**config.mk**
```make
export PLATFORM = sky130hd
export DESIGN_NAME = iterative_alu
export DESIGN_NICKNAME = d
export VERILOG_FILES = /design/src/rtl/iterative_alu.sv
export SDC_FILE = /design/constraint.sdc
export NUM_CORES = 1
export LEC_CHECK = 0
export BUFFER_PORTS_ARGS = -buffer_cell sky130_fd_sc_hd__buf_2
export CAP_MARGIN = 15
export CELL_PAD_IN_SITES_DETAIL_PLACEMENT = 0
export CELL_PAD_IN_SITES_GLOBAL_PLACEMENT = 1
export CORE_ASPECT_RATIO = 0.75
export CORE_MARGIN = 4
export CORE_UTILIZATION = 44
export CTS_CLUSTER_DIAMETER = 30
export DETAILED_ROUTE_END_ITERATION = 7
export GPL_ROUTABILITY_DRIVEN = 0
export HOLD_SLACK_MARGIN = 0.03
export PLACE_DENSITY_LB_ADDON = 0.1
export SKIP_LAST_GASP = 1
export SLEW_MARGIN = 0
export SYNTH_ARGS = -nofsm -noshare
export SYNTH_HDL_FRONTEND = slang
export SYNTH_SLANG_ARGS = --single-unit
```
**constraint.sdc**
```tcl
create_clock -name clk_i -period 5 [get_ports clk_i]
set_clock_uncertainty 0.1 [all_clocks]
set_input_delay 0 -clock clk_i [delete_from_list [all_inputs] [get_ports clk_i]]
set_output_delay 0 -clock clk_i [all_outputs]
set_load 0.005 [all_outputs]
```
**src/rtl/iterative_alu.sv**
```systemverilog
// rtl/iterative_alu.sv - EX-stage ALU: single-cycle add/sub/and/or, iterative shift-add mul
// Registered result with a one-cycle done pulse; stall_o freezes the pipeline while mul iterates.
module iterative_alu #(
  parameter int WIDTH    = 32,
  parameter int MUL_STEP = 1
) (
  input  logic             clk_i,
  input  logic             rst_i,
  input  logic             valid_i,
  input  logic             flush_i,
  input  logic [2:0]       ALUCtrl_i,
  input  logic [WIDTH-1:0] data1_i,
  input  logic [WIDTH-1:0] data2_i,
  output logic [WIDTH-1:0] data_o,
  output logic             zero_o,
  output logic             done_o,
  output logic             stall_o
);

  localparam int N  = WIDTH / MUL_STEP;
  localparam int CW = $clog2(N) + 1;
  localparam logic [CW-1:0] LAST_ITER = CW'(N - 1);

  localparam logic [2:0] OP_AND = 3'b000;
  localparam logic [2:0] OP_OR  = 3'b001;
  localparam logic [2:0] OP_ADD = 3'b010;
  localparam logic [2:0] OP_SUB = 3'b110;
  localparam logic [2:0] OP_MUL = 3'b101;

  typedef enum logic [1:0] {S_IDLE, S_MUL, S_DONE} state_t;

  state_t           state_q;
  logic [WIDTH-1:0] mcand_q;
  logic [WIDTH-1:0] mplier_q;
  logic [WIDTH-1:0] acc_q;
  logic [WIDTH-1:0] data_q;
  logic [CW-1:0]    cnt_q;
  logic             zero_q;
  logic             done_q;

  logic [WIDTH-1:0] fast_d;
  logic [WIDTH-1:0] partial_d;
  logic [WIDTH-1:0] acc_d;
  logic             is_mul;

  assign is_mul = (ALUCtrl_i == OP_MUL);

  always_comb begin
    fast_d = '0;
    case (ALUCtrl_i)
      OP_ADD:  fast_d = data1_i + data2_i;
      OP_SUB:  fast_d = data1_i - data2_i;
      OP_AND:  fast_d = data1_i & data2_i;
      OP_OR:   fast_d = data1_i | data2_i;
      default: fast_d = '0;
    endcase
  end

  // Only the low WIDTH product bits are kept, so operand signedness never matters.
  always_comb begin
    partial_d = '0;
    for (int j = 0; j < MUL_STEP; j++) begin
      if (mplier_q[j]) partial_d = partial_d + (mcand_q << j);
    end
    acc_d = acc_q + partial_d;
  end

  always_ff @(posedge clk_i) begin
    if (rst_i) begin
      state_q  <= S_IDLE;
      mcand_q  <= '0;
      mplier_q <= '0;
      acc_q    <= '0;
      data_q   <= '0;
      cnt_q    <= '0;
      zero_q   <= 1'b0;
      done_q   <= 1'b0;
    end else begin
      done_q <= 1'b0;
      case (state_q)
        S_IDLE: begin
          if (valid_i && !flush_i) begin
            if (is_mul) begin
              mcand_q  <= data1_i;
              mplier_q <= data2_i;
              acc_q    <= '0;
              cnt_q    <= '0;
              state_q  <= S_MUL;
            end else begin
              data_q <= fast_d;
              zero_q <= (fast_d == '0);
              done_q <= 1'b1;
            end
          end
        end
        S_MUL: begin
          if (flush_i) begin
            state_q <= S_IDLE;
          end else begin
            acc_q    <= acc_d;
            mcand_q  <= mcand_q << MUL_STEP;
            mplier_q <= mplier_q >> MUL_STEP;
            cnt_q    <= cnt_q + CW'(1);
            if (cnt_q == LAST_ITER) begin
              data_q  <= acc_d;
              zero_q  <= (acc_d == '0);
              done_q  <= 1'b1;
              state_q <= S_DONE;
            end
          end
        end
        S_DONE:  state_q <= S_IDLE;
        default: state_q <= S_IDLE;
      endcase
    end
  end

  // The held mul sits in EX during DONE, so the pipeline is released there without re-accepting it.
  assign stall_o = !rst_i && ((state_q == S_MUL) ||
                              ((state_q == S_IDLE) && valid_i && !flush_i && is_mul));
  assign data_o  = data_q;
  assign zero_o  = zero_q;
  assign done_o  = done_q;

endmodule
```
== After elaboration in Yosys (flattened, before gate mapping) ==
Index checks and enable logic that the tools add are counted.

* Memories: 0
* Bits in writable memories: 0
* Memory bits (read-only): 0
* Word-level logic and storage cells: 80
* Bits in registers: 138
* Bits in latches: 0
* Output and inout port bits: 35

* $add $sub $neg: 4
* Div/mod/pow operators: 0
* $lt $le $gt $ge: 0
* Muxes and demuxes: 38
* Shift operators: 0
* Eq/ne operators: 12
* Multipliers: 0
* Reductions and logical operators: 16
* Bitwise logic cells: 2

{| class="wikitable"
|+ Operator list
! cell !! number
|-
| $mux W32 || 14
|-
| $pmux W32 S2 || 4
|-
| $pmux W32 S4 || 1
|-
| $add A32 B32 Y32 || 2
|-
| $logic_not A32 Y1 || 2
|-
| $and A32 B32 Y32 || 1
|-
| $or A32 B32 Y32 || 1
|-
| $sub A32 B32 Y32 || 1
|-
| $mux W6 || 3
|-
| $pmux W6 S2 || 1
|-
| $ne A2 B2 Y1 const B || 5
|-
| $mux W1 || 8
|-
| $mux W2 || 4
|-
| $add A6 B1 Y6 const B || 1
|-
| $eq A3 B3 Y1 const B || 2
|-
| $eq A6 B5 Y1 const B || 1
|-
| $logic_and A1 B1 Y1 || 5
|-
| $reduce_and A5 Y1 || 1
|-
| $pmux W1 S2 || 2
|-
| $pmux W2 S2 || 1
|-
| $reduce_and A4 Y1 || 1
|-
| $eq A3 B1 Y1 const B || 1
|-
| $eq A3 B2 Y1 const B || 1
|-
| $logic_not A3 Y1 || 1
|-
| 7 further kinds || 8
|}

== Longest topological paths before layout ==
Gate-level depths: netlist of the first run.

* Word-level depth: 6
* Depth in mapped cells: 23
* Mapped depth without buffers: 22

== Worst setup path after synthesis of the first run ==
OpenSTA, ideal clock, no wires.

* Kind: input to register
* Start: in data2_i[3]
* End: reg zero_q (netlist: zero_o)
* Required time: 4.813 ns
* Slack: 0.713 ns
* Arrival time: 4.100 ns
* Cell stages on the path: 23
* Path buffers: 2
* Cell sequence: clkbuf_1 -> nor2_1 -> nand3_1 -> nor2_1 -> nand2_1 -> nor4_1 -> nand2_1 -> or4_1 -> o21ai_0 -> xor2_1 -> ha_1 -> clkbuf_1 -> nand2_1 -> o311ai_0 -> o22ai_1 -> o31ai_1 -> o21ai_0 -> xnor2_1 -> a2111oi_0 -> nand4_1 -> nor2_1 -> nand4_1 -> o31ai_1

* Longest elaborated chain between the ends: 6
* Elaborated cells on any way between the ends: 9

{| class="wikitable"
|+ RTL lines
! what !! RTL line !! text
|-
| start, declared || 13 || <nowiki>input logic [WIDTH-1:0] data2_i,</nowiki>
|-
| $sub A32 B32 Y32 (tied with other cells) || 52 || <nowiki>OP_SUB: fast_d = data1_i - data2_i;</nowiki>
|-
| $pmux W32 S4 * || 50 || <nowiki>case (ALUCtrl_i)</nowiki>
|-
| $logic_not A32 Y1 * || 91 || <nowiki>zero_q <= (fast_d == '0);</nowiki>
|-
| $mux W1 * || 83 || <nowiki>if (is_mul) begin</nowiki>
|-
| $mux W1 * || 82 || <nowiki>if (valid_i && !flush_i) begin</nowiki>
|-
| $pmux W1 S2 * || 80 || <nowiki>case (state_q)</nowiki>
|-
| end signal, assigned || 91 ||
|-
| end signal, assigned || 106 || <nowiki>zero_q <= (acc_d == '0);</nowiki>
|-
| end, declared || 38 || <nowiki>logic zero_q;</nowiki>
|}

Mark *: on every way between the ends. The rest lies on a longest branch, timed or not. The select of a mux whose other input is x is not followed.
A chain may end at the register's enable or synchronous reset.

== Worst setup path in the final report of the first run ==
* Start: in data2_i[1]
* End: reg zero_q (netlist: zero_o)

Same word-level chain as after synthesis.

==> results of run 1 <==
-- flip-flops by register name, indices dropped and copies added, names as in the netlist --
signal    flops
zero_o        1
acc_q        32
state_q       2
mcand_q      32
done_o        1
mplier_q     32
data_o       32
cnt_q         6
-- layer usage --
| layer | GRT usage [%] | part of all wire, % | up-vias |
|---|---|---|---|
| met1 | 36.9 | 49 | 5182 |
| met3 | 4.13 | 4.7 | 43 |
| met5 | 0 | 0 | - |
| li1 | - | - | 5531 |
| met2 | 42.2 | 45 | 286 |
| met4 | 7.18 | 1.9 | 0 |
-- path summary, 6_finish.rpt --
check,start,endpoint,slack [ns],cells past startpoint
setup / recovery,data2_i[1],zero_o$_SDFFE_PP0P_,0.32,25
hold / removal,rst_i,data_o[16]$_SDFFE_PP0P_,0.02,2
setup reg to reg,mplier_q[0]$_SDFFE_PP0P_,zero_o$_SDFFE_PP0P_,0.80,13
hold reg to reg,data_o[23]$_SDFFE_PP0P_,data_o[23]$_SDFFE_PP0P_,0.35,2
-- report_power, final --
part | switching [W] | internal [W]
logic | 0.000434 | 0.000293
registers | 0.0000149 | 0.00113
clock network | 0.000530 | 0.000820
-- layout make-up --
type / instances / area (µm²)
Clock inverter: 11 / 144
Timing Repair Buffer: 192 / 1350
Fill cell: 2295 / 10700
Tap cell: 300 / 375
Sequential cell: 138 / 2760
Inverter: 18 / 67.6
Multi-Input combinational cell: 1213 / 7490
Clock buffer: 20 / 467
-- layout by cell type (no fill, tap or decap), drive strengths merged, types with 10 or more instances in the layout --
| cell | n |
|---|---|
| buf | 128 |
| xnor2 | 45 |
| a311oi | 63 |
| nand2b | 10 |
| o211ai | 16 |
| dfxtp | 138 |
| o21ai | 73 |
| inv | 19 |
| a22oi | 37 |
| nor2 | 200 |
| a211oi | 17 |
| a21oi | 123 |
| ha | 66 |
| xor2 | 40 |
| nor3 | 25 |
| maj3 | 26 |
| nand4 | 18 |
| nor4 | 12 |
| or3 | 10 |
| nand3 | 24 |
| and2 | 40 |
| nand2 | 237 |
| dlygate4sd3 | 64 |
| clkbuf | 20 |
| a21o | 18 |
-- cell families (layout without fill, tap and decap cells) --
kind of cell	after synthesis	after routing	synth area share, %
buffers and inverters	118	241	4.25
AND/OR/NAND/NOR	609	609	25.3
adder cells (fa/ha/maj)	94	94	10.6
multiplexers	5	5	0.482
flip-flops	138	138	26.0
XOR/XNOR	85	85	7.00
AO/OA/AOI/OAI	420	420	26.4
-- critical path, cell delays in order --
cell	delay [ns]
dlygate4sd3_1	0.54
buf_2	0.15
inv_1	0.07
ha_1	0.18
nand3_1	0.13
nor2_1	0.15
nand2_1	0.14
nor4_2	0.16
buf_4	0.16
nand2_1	0.12
or4_4	0.54
o21ai_1	0.16
xor2_1	0.25
ha_4	0.22
nand2_1	0.09
o311ai_1	0.32
o22ai_1	0.14
o31ai_1	0.07
o21ai_0	0.13
xnor2_1	0.17
a2111oi_2	0.39
nand4_1	0.17
nor2_2	0.18
nand4_1	0.09
o31ai_1	0.19
-- metrics by stage --
step | area (µm²) | power (W)
after floorplan | 10600 | 0.00162
after global placement | 11400 | 0.00183
after detailed placement | 11400 | 0.00183
after CTS | 12600 | 0.00322
after global routing | 12700 | 0.00336
final | 12700 | 0.00322
-- repair_timing --
item | CTS | global route
hold buffers | 64 | 0
endpoints found under the hold margin | 65 | 0
setup buffers | 0 | 1
gates resized for setup | 0 | 11
setup endpoints to repair | 0 | 3
==> results_tabular.tex, run 1 <==
\begin{tabular}{lr}
\hline
Metric & Value \\
\hline
\multicolumn{2}{l}{\textbf{Worst setup path}} \\
Startpoint type of the worst setup path & input pin \\
Critical path arrival & 4.93 ns \\
Peak fanout along the critical path & 9 \\
Critical path capture point type & flop \\
Kind of critical path & in2reg \\
Data required time of the critical path & 5.25 ns \\
\multicolumn{2}{l}{\textbf{Logic synthesis}} \\
Fraction of registers with async set or reset after synthesis & 0\% \\
Number of nets in the synthesized netlist & 1608 \\
Post-synth cell types & 69 \\
Top flip-flop cell by instance count after synthesis & dfxtp\_1 \\
Number of enable flip-flop cells after synthesis & 0 \\
Yosys synthesis warning count & 0 \\
Average cell area after synthesis & 7.24 µm² \\
Post-synthesis instance area & 0.0106 mm² \\
Count of state elements after synthesis & 138 \\
Most frequent cell after synthesis & nand2\_1 \\
Portion of synthesized cell area occupied by the leading cell type & 26.0\% \\
Ranking of synthesized cells by instance count & nand2\_1 (237), nor2\_1 (200), dfxtp\_1 (138) \\
Cell type with the highest aggregate area in the netlist & dfxtp\_1 \\
Proportion of synthesized chip area in sequential cells & 26.0\% \\
Count of mapped cells out of synthesis & 1469 \\
Ranking of synthesized cells by area & dfxtp\_1 (26\%), nand2\_1 (8.4\%), ha\_1 (7.8\%), nor2\_1 (7.1\%), a21oi\_1 (5.8\%) \\
\multicolumn{2}{l}{\textbf{STA}} \\
Setup TNS & 0 ns \\
Pin slew with the least headroom to its limit & 0.910 ns \\
Max\_slew headroom & 39.1\% \\
Post-layout worst setup margin & 0.324 ns \\
Final critical delay including setup and external delays & 4.68 ns \\
Final hold slack & 0.0237 ns \\
Unrepaired setup endpoints after global routing & no \\
Final count of pins violating max slew & 0 \\
Final worst path period share & 93.5\% \\
Final setup violation count & 0 \\
Final Hold Vio Count & 0 \\
Maximum operating frequency & 0.214 GHz \\
\multicolumn{2}{l}{\textbf{Floorplanning}} \\
Standard cell core area & 0.0234 mm² \\
Die footprint & 0.0267 mm² \\
Count of pins on the block boundary & 106 \\
\# rows & 48 \\
Die height & 143 µm \\
Die X-Extent & 188 µm \\
Initial core utilization & 45.5\% \\
\multicolumn{2}{l}{\textbf{Finish}} \\
Nets & 1719 \\
Final core utilization & 54.2\% \\
Synthesis-to-layout area growth & 19.1\% \\
Final cell count without fillers & 1892 \\
N\_diodes & 0 \\
Share of post-route cells with drive strength above 1 & 11.4\% \\
\multicolumn{2}{l}{\textbf{Pwr}} \\
Largest voltage drop on the vdd net & 0.000236 V \\
Cell Pwr Density & 254 mW/mm² \\
Pleak & 5.10 nW \\
\multicolumn{2}{l}{\textbf{Routing}} \\
Final routed DRC violation total & 0 \\
Length of the first detailed-routing pass in iterations & 5 \\
Per-cell via count in the routed design & 5.84 \\
DRT antenna net count & 0 \\
Post-DR wirelength/cell & 18.8 µm \\
Wire length reported by the detailed router & 35500 µm \\
Violation count after the first detailed-routing iteration & 853 \\
Total number of vias & 11000 \\
\multicolumn{2}{l}{\textbf{Global route}} \\
Global-route wire length before repair & 56900 µm \\
Aggregate global routing overflow & 0 \\
Maximum number of pins on one net before global-route repair & 81 \\
GR Util All Layers & 26.3\% \\
Vias in the first global route & 10500 \\
Antenna violations before repair & 0 \\
\multicolumn{2}{l}{\textbf{Place}} \\
Placed Cells incl. Taps & 1796 \\
Worst slack at placement & 0.122 ns \\
Count of buffers inserted at the top-level ports & 105 \\
Half-perimeter wire length of the detailed placement result & 25700 µm \\
\multicolumn{2}{l}{\textbf{CTS}} \\
H-Tree Level Count & 4 \\
Clock Tree Buf Depth & 2 \\
Total CTS buffers & 17 \\
TritonCTS clock tree & yes \\
Clock sink count & 138 \\
Clk\_lat worst skew & 0.44 ns \\
Clk root buf & clkbuf\_16 \\
Clock Pin Slew Worst Setup and Hold Paths & 0.06 ns \\
\multicolumn{2}{l}{\textbf{Job}} \\
Max-capacitance violation count & 0 \\
\multicolumn{2}{l}{\textbf{Outcome}} \\
Result of the run & complete, no violations \\
\multicolumn{2}{l}{\textbf{Min path}} \\
Type of the most critical hold path & in2reg \\
\hline
\end{tabular}
Note: power is estimated with default switching activity, not from simulation.
==> inputs of run 2 (changes only) <==
CORE_UTILIZATION = 45   (was 44)
HOLD_SLACK_MARGIN = 0.06   (was 0.03)
clock period = 5.55 ns   (was 5 ns; I/O delays follow)
==> results_tabular.tex, run 2 (synthesis gave the netlist of run 1 again) <==
\begin{tabular}{lr}
\hline
Metric & Value \\
\hline
\multicolumn{2}{l}{\textbf{Worst setup path}} \\
Kind of critical path & in2reg (unchanged) \\
Highest cell delay on the worst timing path & 0.57 ns (was 0.54 ns) \\
Peak fanout along the critical path & 9 (unchanged) \\
Critical path capture point type & flop (unchanged) \\
Worst R2R Setup Slack & 1.35 ns (was 0.80 ns) \\
Critical-path cell with the highest stage delay & or4\_1 (was dlygate4sd3\_1) \\
Critical path arrival & 5.32 ns (was 4.93 ns) \\
Data required time of the critical path & 5.81 ns (was 5.25 ns) \\
Cell repeated most along the worst path & nand2\_1 (unchanged) \\
Startpoint type of the worst setup path & input pin (unchanged) \\
\multicolumn{2}{l}{\textbf{Finish}} \\
Most common cell after layout, fill and taps aside & nand2\_1 (unchanged) \\
Share of post-route cells with drive strength above 1 & 10.8\% (was 11.4\%) \\
Nets & 1715 (was 1719) \\
Commonest cells after routing, fill and taps aside & nand2\_1 (237), nor2\_1 (199), dfxtp\_1 (138), a21oi\_1 (123), buf\_2 (104) (was nand2\_1 (237), nor2\_1 (198), dfxtp\_1 (138), a21oi\_1 (123), buf\_2 (104)) \\
Multi-input combinational cell area & 0.00747 mm² (was 0.00749 mm²) \\
Synthesis-to-layout area growth & 18.9\% (was 19.1\%) \\
N\_diodes & 0 (unchanged) \\
Register Area & 0.00276 mm² (unchanged) \\
Filler Cells Inserted & 2327 (was 2295) \\
Area of all placed cells without fillers & 0.0126 mm² (was 0.0127 mm²) \\
\multicolumn{2}{l}{\textbf{Pwr}} \\
Largest voltage drop on the vdd net & 0.000235 V (was 0.000236 V) \\
Net switching power & 0.000898 W (was 0.000980 W) \\
Fraction of power consumed by combinational cells & 21.8\% (was 22.6\%) \\
Clock share of power & 43.5\% (was 42.0\%) \\
Cell Pwr Density & 235 mW/mm² (was 254 mW/mm²) \\
Part of the total power dissipated in sequential elements & 34.6\% (was 35.4\%) \\
Internal power of the cells & 0.00207 W (was 0.00224 W) \\
Net switching share of the total power & 30.3\% (was 30.4\%) \\
Pleak & 5.11 nW (was 5.10 nW) \\
\multicolumn{2}{l}{\textbf{Routing}} \\
Per-cell via count in the routed design & 5.91 (was 5.84) \\
Wire length reported by the detailed router & 35700 µm (was 35500 µm) \\
Post-DR wirelength/cell & 18.9 µm (was 18.8 µm) \\
DRT antenna net count & 0 (unchanged) \\
Total number of vias & 11200 (was 11000) \\
Violation count after the first detailed-routing iteration & 833 (was 853) \\
Final routed DRC violation total & 0 (unchanged) \\
Length of the first detailed-routing pass in iterations & 5 (unchanged) \\
\multicolumn{2}{l}{\textbf{CTS}} \\
Clk root buf & clkbuf\_16 (unchanged) \\
Clock sink count & 138 (unchanged) \\
TritonCTS clock tree & yes (unchanged) \\
Clock Pin Slew Worst Setup and Hold Paths & 0.07 ns (was 0.06 ns) \\
Post-CTS repair timing setup buffer count & 0 (unchanged) \\
H-Tree Level Count & 4 (unchanged) \\
Clk\_lat worst skew & 0.44 ns (about the same) \\
Clock Tree Buf Depth & 2 (unchanged) \\
Total CTS buffers & 17 (unchanged) \\
\multicolumn{2}{l}{\textbf{STA}} \\
Max\_slew headroom & 27.5\% (was 39.1\%) \\
Unrepaired setup endpoints after global routing & no (unchanged) \\
Final worst path period share & 91.2\% \\
Setup TNS & 0 ns (unchanged) \\
Final Hold Vio Count & 0 (unchanged) \\
Final critical delay including setup and external delays & 5.06 ns \\
Final setup violation count & 0 (unchanged) \\
Final count of pins violating max slew & 0 (unchanged) \\
Pin slew with the least headroom to its limit & 1.09 ns (was 0.910 ns) \\
Maximum operating frequency & 0.198 GHz \\
\multicolumn{2}{l}{\textbf{Place}} \\
Count of buffers inserted at the top-level ports & 105 (unchanged) \\
Half-perimeter wire length of the detailed placement result & 25600 µm (was 25700 µm) \\
Cell area after placement & 0.0113 mm² (was 0.0114 mm²) \\
\multicolumn{2}{l}{\textbf{Global route}} \\
Global-route wire length before repair & 57500 µm (was 56900 µm) \\
Antenna violations before repair & 0 (unchanged) \\
Maximum number of pins on one net before global-route repair & 95 (was 81) \\
GR Util All Layers & 27.4\% (was 26.3\%) \\
Vias in the first global route & 10600 (was 10500) \\
Aggregate global routing overflow & 0 (unchanged) \\
\multicolumn{2}{l}{\textbf{Floorplanning}} \\
Standard cell core area & 0.0231 mm² (was 0.0234 mm²) \\
Initial core utilization & 46.0\% (was 45.5\%) \\
Die footprint & 0.0262 mm² (was 0.0267 mm²) \\
Die X-Extent & 186 µm (was 188 µm) \\
Die height & 141 µm (was 143 µm) \\
\# rows & 48 (unchanged) \\
Count of pins on the block boundary & 106 (unchanged) \\
\multicolumn{2}{l}{\textbf{Outcome}} \\
Result of the run & complete, no violations (unchanged) \\
\multicolumn{2}{l}{\textbf{Min path}} \\
Type of the most critical hold path & in2reg (unchanged) \\
\multicolumn{2}{l}{\textbf{Job}} \\
Max-capacitance violation count & 0 (unchanged) \\
\hline
\end{tabular}
[run 2: cell count changes in the layout (fill, tap and decap cells not counted), sizes merged]
cell | previous run | this run
buf | 128 | 122
clkinvlp | 4 | 1
clkinv | 3 | 5
dlygate4sd3 | 64 | 66
bufinv | 3 | 4
inv | 19 | 20
[run 2: cell type report]
type	instances	share of cell area (%)
multi-input combinational	1213	59.1
sequential	138	21.9
timing repair buffer	188	10.4
clock buffer	20	3.69
tap	300	2.97
clock inverter	12	1.48
inverter	18	0.534
[run 2: per-stage QoR]
stage | utilization [%] | worst slack [ns] | power [W] | hold WS [ns] | std cells
after floorplan | - | 1.26 | 0.00146 | 0.0608 | 1469
after global placement | 49.0 | 0.806 | 0.00165 | 0.209 | 1791
after detailed placement | 49.0 | 0.655 | 0.00165 | 0.211 | 1791
after CTS | 54.7 | 0.552 | 0.00298 | 0.111 | 1889
after global routing | 54.7 | 0.0242 | 0.00310 | 0.167 | 1889
final | 54.7 | 0.487 | 0.00297 | 0.129 | 1889
[run 2: final timing paths]
check                            from                      end  cells after the start
max reg2reg  mplier_q[0]$_SDFFE_PP0P_      zero_o$_SDFFE_PP0P_                     13
min reg2reg   data_o[20]$_SDFFE_PP0P_  data_o[20]$_SDFFE_PP0P_                      2
max                        data2_i[0]      zero_o$_SDFFE_PP0P_                     25
min                           flush_i   data_o[3]$_SDFFE_PP0P_                      5
[run 2: power by group through the flow]
| stage | combinational, W | sequential [W] | clock, W |
|---|---|---|---|
| finish | 0.000647 | 0.00103 | 0.00129 |
| global route | 0.000713 | 0.00103 | 0.00135 |
| floorplan | 0.000412 | 0.00105 | 0 |
| detailed placement | 0.000598 | 0.00105 | 0 |
| CTS | 0.000638 | 0.00103 | 0.00131 |
| global placement | 0.000599 | 0.00105 | 0 |
[run 2: repair_timing]
item / in CTS / in global routing
resized for setup: 0 / 2
setup endpoints to repair: 0 / 1
hold endpoints to repair: 98 / 0
hold buffers: 66 / 0
[run 2: worst max-delay path: cells and delay by family]
| kind | cells | cell delay, ns |
|---|---|---|
| simple gates | 10 | 1.84 |
| compound gates | 7 | 1.62 |
| buf+inv | 4 | 0.96 |
| fa+ha+maj | 2 | 0.62 |
| xor+xnor | 2 | 0.26 |
[run 2: layer usage]
layer	vias to the layer above	wire, µm	track usage [%]
met4	0	533	5.68
met2	336	16000	43.5
li1	5534	-	-
met3	49	2010	4.72
met5	-	0	0
met1	5241	17200	39.1
